File: src/rtl/trena_pkg.sv
// trena_pkg: shared state encoding and BCD helpers for the multi-sample trena path
package trena_pkg;
  typedef enum logic [3:0] {
    INICIAL     = 4'd0,
    PREPARA     = 4'd1,
    TRIGGER     = 4'd2,
    ESPERA_ECHO = 4'd3,
    MEDE        = 4'd4,
    ARMAZENA    = 4'd5,
    INTERVALO   = 4'd6,
    FINAL       = 4'd7,
    REPOUSO     = 4'd8
  } estado_t;
  function automatic logic [63:0] bcd_noves(input int digits);
    logic [63:0] v;
    v = '0;
    for (int i = 0; i < digits; i++) v = {v[59:0], 4'h9};
    return v;
  endfunction
endpackage

File: src/rtl/contador_bcd_cm.sv
// contador_bcd_cm: echo-width prescaler feeding a saturating packed-BCD centimetre counter
module contador_bcd_cm import trena_pkg::*; #(
  parameter int DIGITS   = 3,
  parameter int TICKS_CM = 2941
) (
  input  logic                  clock,
  input  logic                  reset,
  input  logic                  i_clr,
  input  logic                  i_en,
  output logic [4*DIGITS-1:0]   o_bcd
);
  localparam int PW = TICKS_CM > 1 ? $clog2(TICKS_CM) : 1;
  localparam logic [PW-1:0] P_MAX = PW'(TICKS_CM - 1);
  localparam logic [4*DIGITS-1:0] NOVES = (4*DIGITS)'(bcd_noves(DIGITS));
  logic [PW-1:0]       r_pre;
  logic [4*DIGITS-1:0] w_inc;
  logic                w_c;
  always_comb begin
    w_inc = o_bcd;
    w_c   = 1'b1;
    for (int d = 0; d < DIGITS; d++) begin
      if (w_c) begin
        w_inc[4*d+:4] = (o_bcd[4*d+:4] == 4'd9) ? 4'd0 : o_bcd[4*d+:4] + 4'd1;
        w_c           = (o_bcd[4*d+:4] == 4'd9);
      end
    end
  end
  always_ff @(posedge clock) begin
    if (reset || i_clr) begin
      r_pre <= '0;
      o_bcd <= '0;
    end else if (i_en) begin
      r_pre <= (r_pre == P_MAX) ? '0 : r_pre + 1'b1;
      if (r_pre == P_MAX && o_bcd != NOVES) o_bcd <= w_inc;
    end
  end
endmodule

File: src/rtl/trena_medidor_multi.sv
// trena_medidor_multi: N-sample ultrasonic range measurement keeping the minimum valid sample
module trena_medidor_multi import trena_pkg::*; #(
  parameter int DIGITS           = 3,
  parameter int N_AMOSTRAS       = 4,
  parameter int TICKS_CM         = 2941,
  parameter int TRIGGER_CYCLES   = 500,
  parameter int TIMEOUT_CYCLES   = 1250000,
  parameter int INTERVALO_CYCLES = 3000000
) (
  input  logic                clock,
  input  logic                reset,
  input  logic                mensurar,
  input  logic                modo_continuo,
  input  logic                echo,
  output logic                trigger,
  output logic [4*DIGITS-1:0] medida,
  output logic                pronto,
  output logic                erro,
  output logic [3:0]          db_estado
);
  localparam int W = 4*DIGITS;
  localparam logic [W-1:0]  NOVES  = W'(bcd_noves(DIGITS));
  localparam logic [31:0]   TRIG_M1 = 32'(TRIGGER_CYCLES - 1);
  localparam logic [31:0]   TO_M1   = 32'(TIMEOUT_CYCLES - 1);
  localparam logic [31:0]   INT_M1  = 32'(INTERVALO_CYCLES - 1);
  localparam logic [31:0]   N_M1    = 32'(N_AMOSTRAS - 1);
  estado_t     r_estado, w_prox;
  logic        r_echo_m, r_echo_s, r_echo_p;
  logic [31:0] r_cnt, r_n;
  logic        r_valida, r_ok;
  logic [W-1:0] r_min, w_bcd;
  logic        w_borda, w_conta, w_to;
  assign w_borda   = r_echo_s & ~r_echo_p;
  assign w_to      = (r_cnt == TO_M1);
  // the rising-edge cycle itself is echo-high time, so it is counted too
  assign w_conta   = (r_estado == MEDE && r_echo_s) || (r_estado == ESPERA_ECHO && w_borda);
  assign pronto    = (r_estado == FINAL);
  assign db_estado = r_estado;
  contador_bcd_cm #(.DIGITS(DIGITS), .TICKS_CM(TICKS_CM)) u_cnt (
    .clock (clock),
    .reset (reset),
    .i_clr (r_estado == TRIGGER),
    .i_en  (w_conta),
    .o_bcd (w_bcd)
  );
  always_comb begin
    w_prox = r_estado;
    case (r_estado)
      INICIAL:     w_prox = mensurar ? PREPARA : INICIAL;
      PREPARA:     w_prox = TRIGGER;
      TRIGGER:     w_prox = (r_cnt == TRIG_M1) ? ESPERA_ECHO : TRIGGER;
      ESPERA_ECHO: w_prox = w_borda ? MEDE : w_to ? ARMAZENA : ESPERA_ECHO;
      MEDE:        w_prox = (!r_echo_s || w_to) ? ARMAZENA : MEDE;
      ARMAZENA:    w_prox = (r_n == N_M1) ? FINAL : INTERVALO;
      INTERVALO:   w_prox = (r_cnt == INT_M1) ? TRIGGER : INTERVALO;
      FINAL:       w_prox = modo_continuo ? REPOUSO : INICIAL;
      REPOUSO:     w_prox = (r_cnt == INT_M1) ? PREPARA : REPOUSO;
      default:     w_prox = INICIAL;
    endcase
  end
  always_ff @(posedge clock) begin
    if (reset) begin
      r_estado <= INICIAL;
      r_echo_m <= 1'b0;
      r_echo_s <= 1'b0;
      r_echo_p <= 1'b0;
      r_cnt    <= '0;
      r_n      <= '0;
      r_valida <= 1'b0;
      r_ok     <= 1'b0;
      r_min    <= '0;
      trigger  <= 1'b0;
      medida   <= '0;
      erro     <= 1'b0;
    end else begin
      r_estado <= w_prox;
      r_echo_m <= echo;
      r_echo_s <= r_echo_m;
      r_echo_p <= r_echo_s;
      trigger  <= (w_prox == TRIGGER);
      // timeout keeps running across the ESPERA_ECHO -> MEDE hand-off
      r_cnt    <= (w_prox != r_estado && w_prox != MEDE) ? '0 : r_cnt + 32'd1;
      if (r_estado == PREPARA) begin
        r_n   <= '0;
        r_min <= NOVES;
        r_ok  <= 1'b0;
      end
      if (r_estado == TRIGGER) r_valida <= 1'b0;
      if (r_estado == MEDE && !r_echo_s) r_valida <= 1'b1;
      if (r_estado == ARMAZENA) begin
        r_n <= r_n + 32'd1;
        // equality keeps a saturated all-9s sample valid without changing the minimum
        if (r_valida && w_bcd <= r_min) begin
          r_min <= w_bcd;
          r_ok  <= 1'b1;
        end
      end
      if (r_estado == FINAL) begin
        erro <= ~r_ok;
        if (r_ok) medida <= r_min;
      end
    end
  end
endmodule

File: config.mk
export PLATFORM = sky130hd
export DESIGN_NAME = trena_medidor_multi
export DESIGN_NICKNAME = d
export VERILOG_FILES = /design/src/rtl/trena_pkg.sv /design/src/rtl/contador_bcd_cm.sv /design/src/rtl/trena_medidor_multi.sv
export SDC_FILE = /design/constraint.sdc
export NUM_CORES = 1
export LEC_CHECK = 0
export BUFFER_PORTS_ARGS = -buffer_cell sky130_fd_sc_hd__buf_2
export CAP_MARGIN = 20
export CORE_UTILIZATION = 28
export CTS_CLUSTER_SIZE = 24
export DETAILED_ROUTE_END_ITERATION = 7
export PLACE_DENSITY = 0.4
export RECOVER_POWER = 25
export SLEW_MARGIN = 20
export SYNTH_ARGS = -nofsm -noshare
export SYNTH_HDL_FRONTEND = slang
export SYNTH_SLANG_ARGS = --single-unit
export TNS_END_PERCENT = 1
File: constraint.sdc
create_clock -name clock -period 3.9 [get_ports clock]
set_clock_uncertainty 0.15 [all_clocks]
set_input_delay 0.39 -clock clock [delete_from_list [all_inputs] [get_ports clock]]
set_output_delay 0.39 -clock clock [all_outputs]
set_load 0.01 [all_outputs]
# Yosys cells after proc, flatten, opt, wreduce, memory -nomap -nowiden
# Index checks and enable logic that the tools add are counted.
dict set report word_totals {
  reg_bits 123
  input_bits 5
  out_inout_bits 19
  elab_cells 89
}
dict set report classes {
  addsub 6
  order_cmp 1
  eq_ne 20
  muxes 25
  bitwise_logic 3
  n_reduce_logical 18
}
# operator count
set ops {}
lappend ops {{adder 32 x 1 -> 32 bit, second input constant} 2}
lappend ops {{two-way mux 32 bit} 2}
lappend ops {{two-way mux 12 bit} 4}
lappend ops {{case mux 4 bit (9 select lines)} 1}
lappend ops {{equality test 32 x 2 -> 1 bit, second input constant} 1}
lappend ops {{equality test 32 x 21 -> 1 bit, second input constant} 1}
lappend ops {{equality test 32 x 22 -> 1 bit, second input constant} 1}
lappend ops {{equality test 32 x 9 -> 1 bit, second input constant} 1}
lappend ops {{two-way mux 4 bit} 5}
lappend ops {{equality test 4 x 3 -> 1 bit, second input constant} 4}
lappend ops {{equality test 4 bit, second input constant} 4}
lappend ops {{adder 12 x 1 -> 12 bit, second input constant} 1}
lappend ops {{adder 4 x 1 -> 4 bit, second input constant} 3}
lappend ops {{equality test 12 bit, second input constant} 1}
lappend ops {{equality test 4 x 2 -> 1 bit, second input constant} 3}
lappend ops {{<= comparator 12 bit} 1}
lappend ops {{!= test 12 bit, second input constant} 1}
lappend ops {{two-way mux 1 bit} 10}
lappend ops {{two-way mux 3 bit} 3}
lappend ops {{logical AND 1 bit} 6}
lappend ops {{AND reduction 3 bit} 2}
lappend ops {{equality test 4 x 1 -> 1 bit, second input constant} 1}
lappend ops {{logical NOT 4 bit} 1}
lappend ops {{!= test 4 x 3 -> 1 bit, second input constant} 1}
lappend ops {{8 further kinds} 13}

# Depth between registers and ports, before layout
# Gate-level depths: netlist of run 1.
dict set report depth {
  depth_word 7
  ltp_mapped 11
  ltp_nobuf 9
}

# By module
# A second synthesis of run 1 with hierarchy kept.
dict set report unflattened {
  hier_cells 855
  hier_area_um2 6790.3
}
# mod instances cells_per_inst area_per_inst_um2
set by_module_without_submodules {}
lappend by_module_without_submodules {trena_medidor_multi 1 706 5526.6}
lappend by_module_without_submodules {contador_bcd_cm 1 149 1263.7}

# Least setup slack after synthesis of run 1
# OpenSTA, ideal clock, no wires.
dict set report synth_path {
  path_kind {register to register}
  from {register r_cnt[0]}
  to {register r_cnt[21]}
  arrival_ns 2.463
  required_time_ns 3.618
  path_slack_ns 1.155
  path_stages_with_launch 10
  path_cell_list {dfxtp_1 ha_1 nand3_1 or4_4 or4_4 a31oi_1 o41ai_2 a32oi_4 buf_6 nor3_1}
}
dict set report synth_via {
  elab_chain_len 7
}
# element line_no
set synth_lines {}
lappend synth_lines {{start: declaration} trena_medidor_multi.sv:29} ;# logic [31:0] r_cnt, r_n;
lappend synth_lines {{start signal: assignment} trena_medidor_multi.sv:82} ;# r_cnt <= (w_prox != r_estado && w_prox != MEDE) ? '0 : r_cnt + 32'd1;
lappend synth_lines {{equality test 32 x 21 -> 1 bit} trena_medidor_multi.sv:34} ;# assign w_to = (r_cnt == TO_M1);
lappend synth_lines {{two-way mux 3 bit or logical OR 1 bit (tied branches)} {trena_medidor_multi.sv:52, trena_medidor_multi.sv:53}}
lappend synth_lines {{two-way mux 3 bit or two-way mux 1 bit (tied branches)} {trena_medidor_multi.sv:52, trena_medidor_multi.sv:53}}
lappend synth_lines {{case mux 4 bit (9 select lines)} trena_medidor_multi.sv:48} ;# case (r_estado)
lappend synth_lines {{!= test 4 bit or != test 4 x 3 -> 1 bit (tied branches)} trena_medidor_multi.sv:82}
lappend synth_lines {{logical AND 1 bit} trena_medidor_multi.sv:82}
lappend synth_lines {{OR reduction 2 bit (no source line)} -}
# Parallel ways exist; a longest one is shown, timed or not.
# A chain may end at the register's enable or synchronous reset.

# Worst setup path after layout of run 1
dict set report layout_path {
  from {register r_cnt[0]}
  to {register r_cnt[8]}
}
# Same word-level chain as after synthesis.

==> flow_summary.toml, run 1 <==
[global_route]
grt_max_degree = 84
grt_pass1_wl_mm = 26.7
gr-usage-met2 = 0.245
overflow = 0
top_usage_layer = "met2"
grt_antenna_before_repair = 0
grt_pass1_vias = 5374
grt_util_all_layers = 0.151
use_met1 = 0.191
grtUsageMet3 = 0.0363

[worst_hold_path]
min_to = "r_echo_m"
min-delay-start = "echo"
hold_path_class = "input pin to flip-flop"
hold_path_depth = 2

[timing]
worstMarginPinSlew_ns = 1.87
finalMaxSlewViolations = 84
finalSetupViolCount = 0
hold_slack_ns = 0.0381
fin_crit_ns = 3.21
timing.final.ws_setup_ns = 0.685
rsz0062_at_grt = "false"
period_share = 0.824
final_hold_viol_count = 0
relSlewSlack = -0.244
fmax_mhz = 311
tns_ns = 0

[route]
routed_via_density = 5.08
drc = 0
vias = 5364
drt_iter0_markers = 244
drt_first_pass_iters = 4
ant_nets = 0
wl_per_cell_um = 15.1
drt_wl_total_mm = 15.9

[clock_tree]
root_buffer = "clkbuf_16"
cts_setup_buffers = 0
path_clk_slew_ns = 0.06
clk_latency_ns = 0.42
cts_tree = "yes"
cts_sinks = 123
clk_path_buf_depth = 2
cts_buffers = 17
cts-hold-fix-buffers = 0
h-tree-depth = 4
cts.repair.resized = 0

[final_layout]
final_util = 0.330
final_layout_size_suffix_gt1_frac = 0.0717
diodes = 0
area_growth_pct = 14.4
layout.nets = 789

[placement]
dp.final_hpwl_mm = 10.6
gp_congestion = 0.758
dp_slack_ns = 0.739
port_buffers = 23

[floorplanning]
core-area_um2 = 21200
dieArea_um2 = 22500
initial_core_util = 0.289
fp-row-count = 53
die_w_um = 150
die_h_um = 150
ios = 24

[power_and_ir_drop]
p_per_area_nw_per_um2 = 425
p_leak_nw = 2.30
p_total_mw = 2.97
ir_drop_v = 0.000250

[worst_setup_path]
cp.arrival_ns = 3.29
critPathMaxFanout = 32
r2r_slack_ns = 0.69
r2r-start = "r_cnt[0]"
start_kind = "flip-flop"
crit_type = "flip-flop to flip-flop"
crit_required_ns = 3.97
timing.rr.end = "r_cnt[8]"
worst_setup_path_end_kind = "flip-flop"
reg2reg_depth = 9

[yosys]
synth_edf_count = 0
synth_area_um2 = 6120
ys_seq_area_frac = 0.402
synthCells = 756
async_flop_share = 0
syn_avg_cell_area_um2 = 8.10
ys_types = 54
synth_ff_type = "dfxtp_1"
yosys_register_bits = 123
yosysWarnings = 0
syn-num-nets = 777

[outcome]
outcome = "finished, violations left"
violations = "capacitance limit, slew limit"

[flow_run]
cap_violations = 1
==> worst max path at each step <==
stage | from | slack [ns] | to
3_3_place_gp | r_cnt[0] | 0.84 | r_cnt[3]
2_1_floorplan | r_cnt[0] | 1.16 | r_cnt[21]
6_report | r_cnt[0] | 0.69 | r_cnt[8]
5_1_grt | db_estado[2] | 0.39 | u_cnt.o_bcd[6]
3_5_place_dp | r_cnt[0] | 0.74 | r_cnt[10]
4_1_cts | r_cnt[0] | 0.73 | r_cnt[10]
==> cells in the final DEF (no fill, tap or decap), types with 4 or more instances in the layout <==
cell	n
dfxtp_1	123
nand2_1	80
nor2_1	73
nor3_1	51
a21oi_1	51
nand3_1	47
xor2_1	40
nand4_1	31
inv_1	25
nor4_1	21
xnor2_1	20
clkbuf_1	20
o21ai_0	17
clkbuf_16	17
ha_1	16
and3_1	13
nor2b_1	11
or3_1	9
nand2b_1	6
a211o_1	6
o22ai_1	6
a22oi_1	5
or2_2	5
nor4b_1	5
clkinvlp_4	5
buf_2	5
buf_4	5
and2_1	4
a31oi_1	4
a311oi_1	4
a21o_1	4
clkinv_2	4
==> critical path, stage by stage, from the launching register on <==
cell and delay [ns]:
dfxtp_1 0.39, ha_1 0.25, nand3_1 0.15, or4_4 0.45, or4_4 0.50, a31oi_1 0.24
o41ai_2 0.15, a32oi_4 0.26, buf_4 0.36, nor3_1 0.09
==> routing by layer <==
| metal | vias up | wire length (um) |
|---|---|---|
| met1 | 2547 | 7750 |
| li1 | 2711 | - |
| met3 | 25 | 467 |
| met4 | 0 | 359 |
| met2 | 81 | 7340 |
| met5 | - | 0 |
==> metrics by stage <==
stage / cells / instance area [um^2]
6_report: 1056 / 7010
5_1_grt: 1056 / 7010
4_1_cts: 1056 / 7040
3_5_place_dp: 1024 / 6480
3_3_place_gp: 1024 / 6480
2_1_floorplan: 756 / 6120
==> cell type report <==
cell class	instances	area [um^2]
Inverter	25	93.8
Clock inverter	14	123
Tap cell	275	344
Sequential cell	123	2460
Timing Repair Buffer	31	143
Fill cell	2264	14200
Clock buffer	18	439
Multi-Input combinational cell	570	3400
==> flip-flops by register name, summed over array words and instances (netlist names), 4 cells and up <==
register     cells
r_cnt           32
r_min           12
medida          12
u_cnt.r_pre     12
u_cnt.o_bcd     12
db_estado        4
r_n             32
==> cell families after synthesis <==
group,synth area share
xor+xnor,0.0858
simple gates,0.313
compound gates,0.118
buf+inv,0.0431
mux,0.00491
flops,0.402
fa+ha+maj,0.0327
==> cells in the mapped netlist, types with 6 or more instances <==
| master | count | area share |
|---|---|---|
| or2_2 | 7 | 0.0072 |
| nor2b_1 | 11 | 0.011 |
| inv_1 | 25 | 0.015 |
| a211o_1 | 6 | 0.0086 |
| nand2_1 | 80 | 0.049 |
| nor3_1 | 51 | 0.042 |
| o21ai_0 | 17 | 0.014 |
| ha_1 | 16 | 0.033 |
| xnor2_1 | 20 | 0.029 |
| nor4_1 | 22 | 0.022 |
| clkbuf_1 | 30 | 0.018 |
| nand4_1 | 31 | 0.032 |
| nor2_1 | 73 | 0.045 |
| and3_1 | 13 | 0.013 |
| o22ai_1 | 6 | 0.0061 |
| a21oi_1 | 51 | 0.042 |
| dfxtp_1 | 123 | 0.40 |
| nand2b_1 | 6 | 0.0061 |
| xor2_1 | 40 | 0.057 |
| or3_1 | 9 | 0.0092 |
| nand3_1 | 47 | 0.038 |
==> power breakdown <==
group | switching, mW | internal (mW) | total (mW)
registers | 0.0171 | 1.27 | 1.29
logic | 0.127 | 0.0515 | 0.178
clock network | 0.617 | 0.892 | 1.51
Note: power is estimated with default switching activity, not from simulation.
==> run 2: changes to the inputs <==
==> constraint.sdc (replaced) <==
create_clock -name clock -period 3.2 [get_ports clock]
set_clock_uncertainty 0.15 [all_clocks]
set_input_delay 0.32 -clock clock [delete_from_list [all_inputs] [get_ports clock]]
set_output_delay 0.32 -clock clock [all_outputs]
set_load 0.01 [all_outputs]
==> run 2 against run 1 <==
  * The run now ends clean
  * Combinational power rose by 28%
  * Register-to-register slack got worse by 0.48 ns
  * Sequential power rose by 22%
  * Critical endpoint is now r_cnt[28]
  * Largest power group unchanged
==> flow_summary.toml, run 2 (synthesis gave the netlist of run 1 again) <==
[final_layout]
layout_commonest_cell = "dfxtp_1"
final_util = 0.338
area_growth_pct = 17.0
layout.nets = 795
final_cell_mix = "dfxtp_1, nand2_1, nor2_1"
largest_registers = "r_cnt (32), r_n (32)"
final_layout_size_suffix_gt1_frac = 0.0762
diodes = 0

[route]
drt_iter0_markers = 327
drt_first_pass_iters = 5
drt_wl_total_mm = 15.7
drc = 0
routed_via_density = 5.09
vias = 5407
ant_nets = 0
wl_per_cell_um = 14.8

[worst_setup_path]
start_kind = "flip-flop"
critPathMaxFanout = 32
worst_setup_path_end_kind = "flip-flop"
cp.arrival_ns = 3.11
crit_required_ns = 3.32
crit_type = "flip-flop to flip-flop"

[timing]
fin_crit_ns = 2.99
worstMarginPinSlew_ns = 1.13
rsz0062_at_grt = "false"
finalSetupViolCount = 0
period_share = 0.935
fmax_mhz = 334
finalMaxSlewViolations = 0
tns_ns = 0
final_hold_viol_count = 0
relSlewSlack = 0.246

[global_route]
grt_antenna_before_repair = 0
grt_max_degree = 67
overflow = 0
grt_util_all_layers = 0.148
grt_pass1_vias = 5175
grt_pass1_wl_mm = 26.0

[outcome]
outcome = "finished, final reports clean"

[floorplanning]
fp-row-count = 53
die_w_um = 150
initial_core_util = 0.289
dieArea_um2 = 22500
die_h_um = 150
core-area_um2 = 21200
ios = 24

[clock_tree]
clk_latency_ns = 0.42
path_clk_slew_ns = 0.06
cts_tree = "yes"
cts_buffers = 17
h-tree-depth = 4
root_buffer = "clkbuf_16"
cts_sinks = 123
clk_path_buf_depth = 2

[power_and_ir_drop]
combPwrFrac = 0.058
ir_drop_v = 0.000296
p_clk_frac = 0.543
p_leak_nw = 2.38
p_per_area_nw_per_um2 = 549
swShare = 0.230
p_switching_uw = 905
sequentialPowerShare = 0.399
internal_power_mw = 3.03

[placement]
dp.final_hpwl_mm = 10.9
gp_congestion = 0.794
port_buffers = 23

[flow_run]
cap_violations = 0

[worst_hold_path]
hold_path_class = "input pin to flip-flop"
## run 2: changes by cell type in the layout (fill, tap and decap cells not counted)
cell,before,now
clkbuf_2,1,0
bufinv_16,1,5
clkinv_4,2,4
clkinvlp_4,5,2
clkbuf_1,20,21
and2_1,4,5
dlygate4sd3_1,0,1
and2_0,1,0
buf_4,5,9
buf_12,0,1
clkinv_2,4,2
inv_6,2,1
## run 2: what timing repair did
item	4_1_cts	5_1_grt
buffers inserted	0	0
hold endpoints to repair	1	0
endpoints found under the setup margin	0	32
hold buffers	1	0
resized for setup	0	1
## run 2: area by class of cell
cell class / count / area (um^2)
timing repair buffer: 37 / 201
inverter: 25 / 93.8
sequential: 123 / 2460
multi-input combinational: 570 / 3400
clock inverter: 14 / 219
fill: 2273 / 14100
clock buffer: 18 / 439
tap: 275 / 344
## run 2: power groups by stage
| stage | logic [mW] | registers, mW | clock network (mW) |
|---|---|---|---|
| after global placement | 0.230 | 1.60 | 0 |
| after CTS | 0.234 | 1.57 | 2.20 |
| after global routing | 0.253 | 1.57 | 2.26 |
| after floorplan | 0.179 | 1.59 | 0 |
| after detailed placement | 0.232 | 1.60 | 0 |
| final | 0.228 | 1.57 | 2.13 |
## run 2: worst paths after layout
path / startpoint / to / slack (ns) / cells after the start
max: r_cnt[0] / r_cnt[28] / 0.21 / 9
max reg2reg: r_cnt[0] / r_cnt[28] / 0.21 / 9
min: modo_continuo / db_estado[3] / 0.10 / 3
min reg2reg: r_echo_m / r_echo_s / 0.30 / 1
## run 2: metrics by stage
| step | std cells | setup WS [ns] | power, mW | hold WS (ns) | area [um^2] |
|---|---|---|---|---|---|
| 3_3_place_gp | 1029 | 0.292 | 1.83 | 0.293 | 6520 |
| 3_5_place_dp | 1029 | 0.161 | 1.84 | 0.290 | 6520 |
| 2_1_floorplan | 756 | 0.455 | 1.77 | 0.264 | 6120 |
| 4_1_cts | 1062 | 0.151 | 4.00 | 0.0759 | 7190 |
| 5_1_grt | 1062 | 0.0371 | 4.09 | 0.106 | 7160 |
| 6_report | 1062 | 0.207 | 3.93 | 0.101 | 7160 |
## run 2: per-layer routing
layer,share of wire,track usage
met3,0.035,0.0320
met4,0.014,0.0626
met5,0,0
met1,0.48,0.186
met2,0.47,0.244
## run 2: critical path, stage by stage, from the launching register on
cell and delay (ns):
dfxtp_1 0.38, ha_1 0.26, nand3_1 0.15, or4_4 0.45
or4_4 0.50, a31oi_1 0.22, o41ai_2 0.14, a32oi_4 0.28
buf_12 0.21, nor3_1 0.07
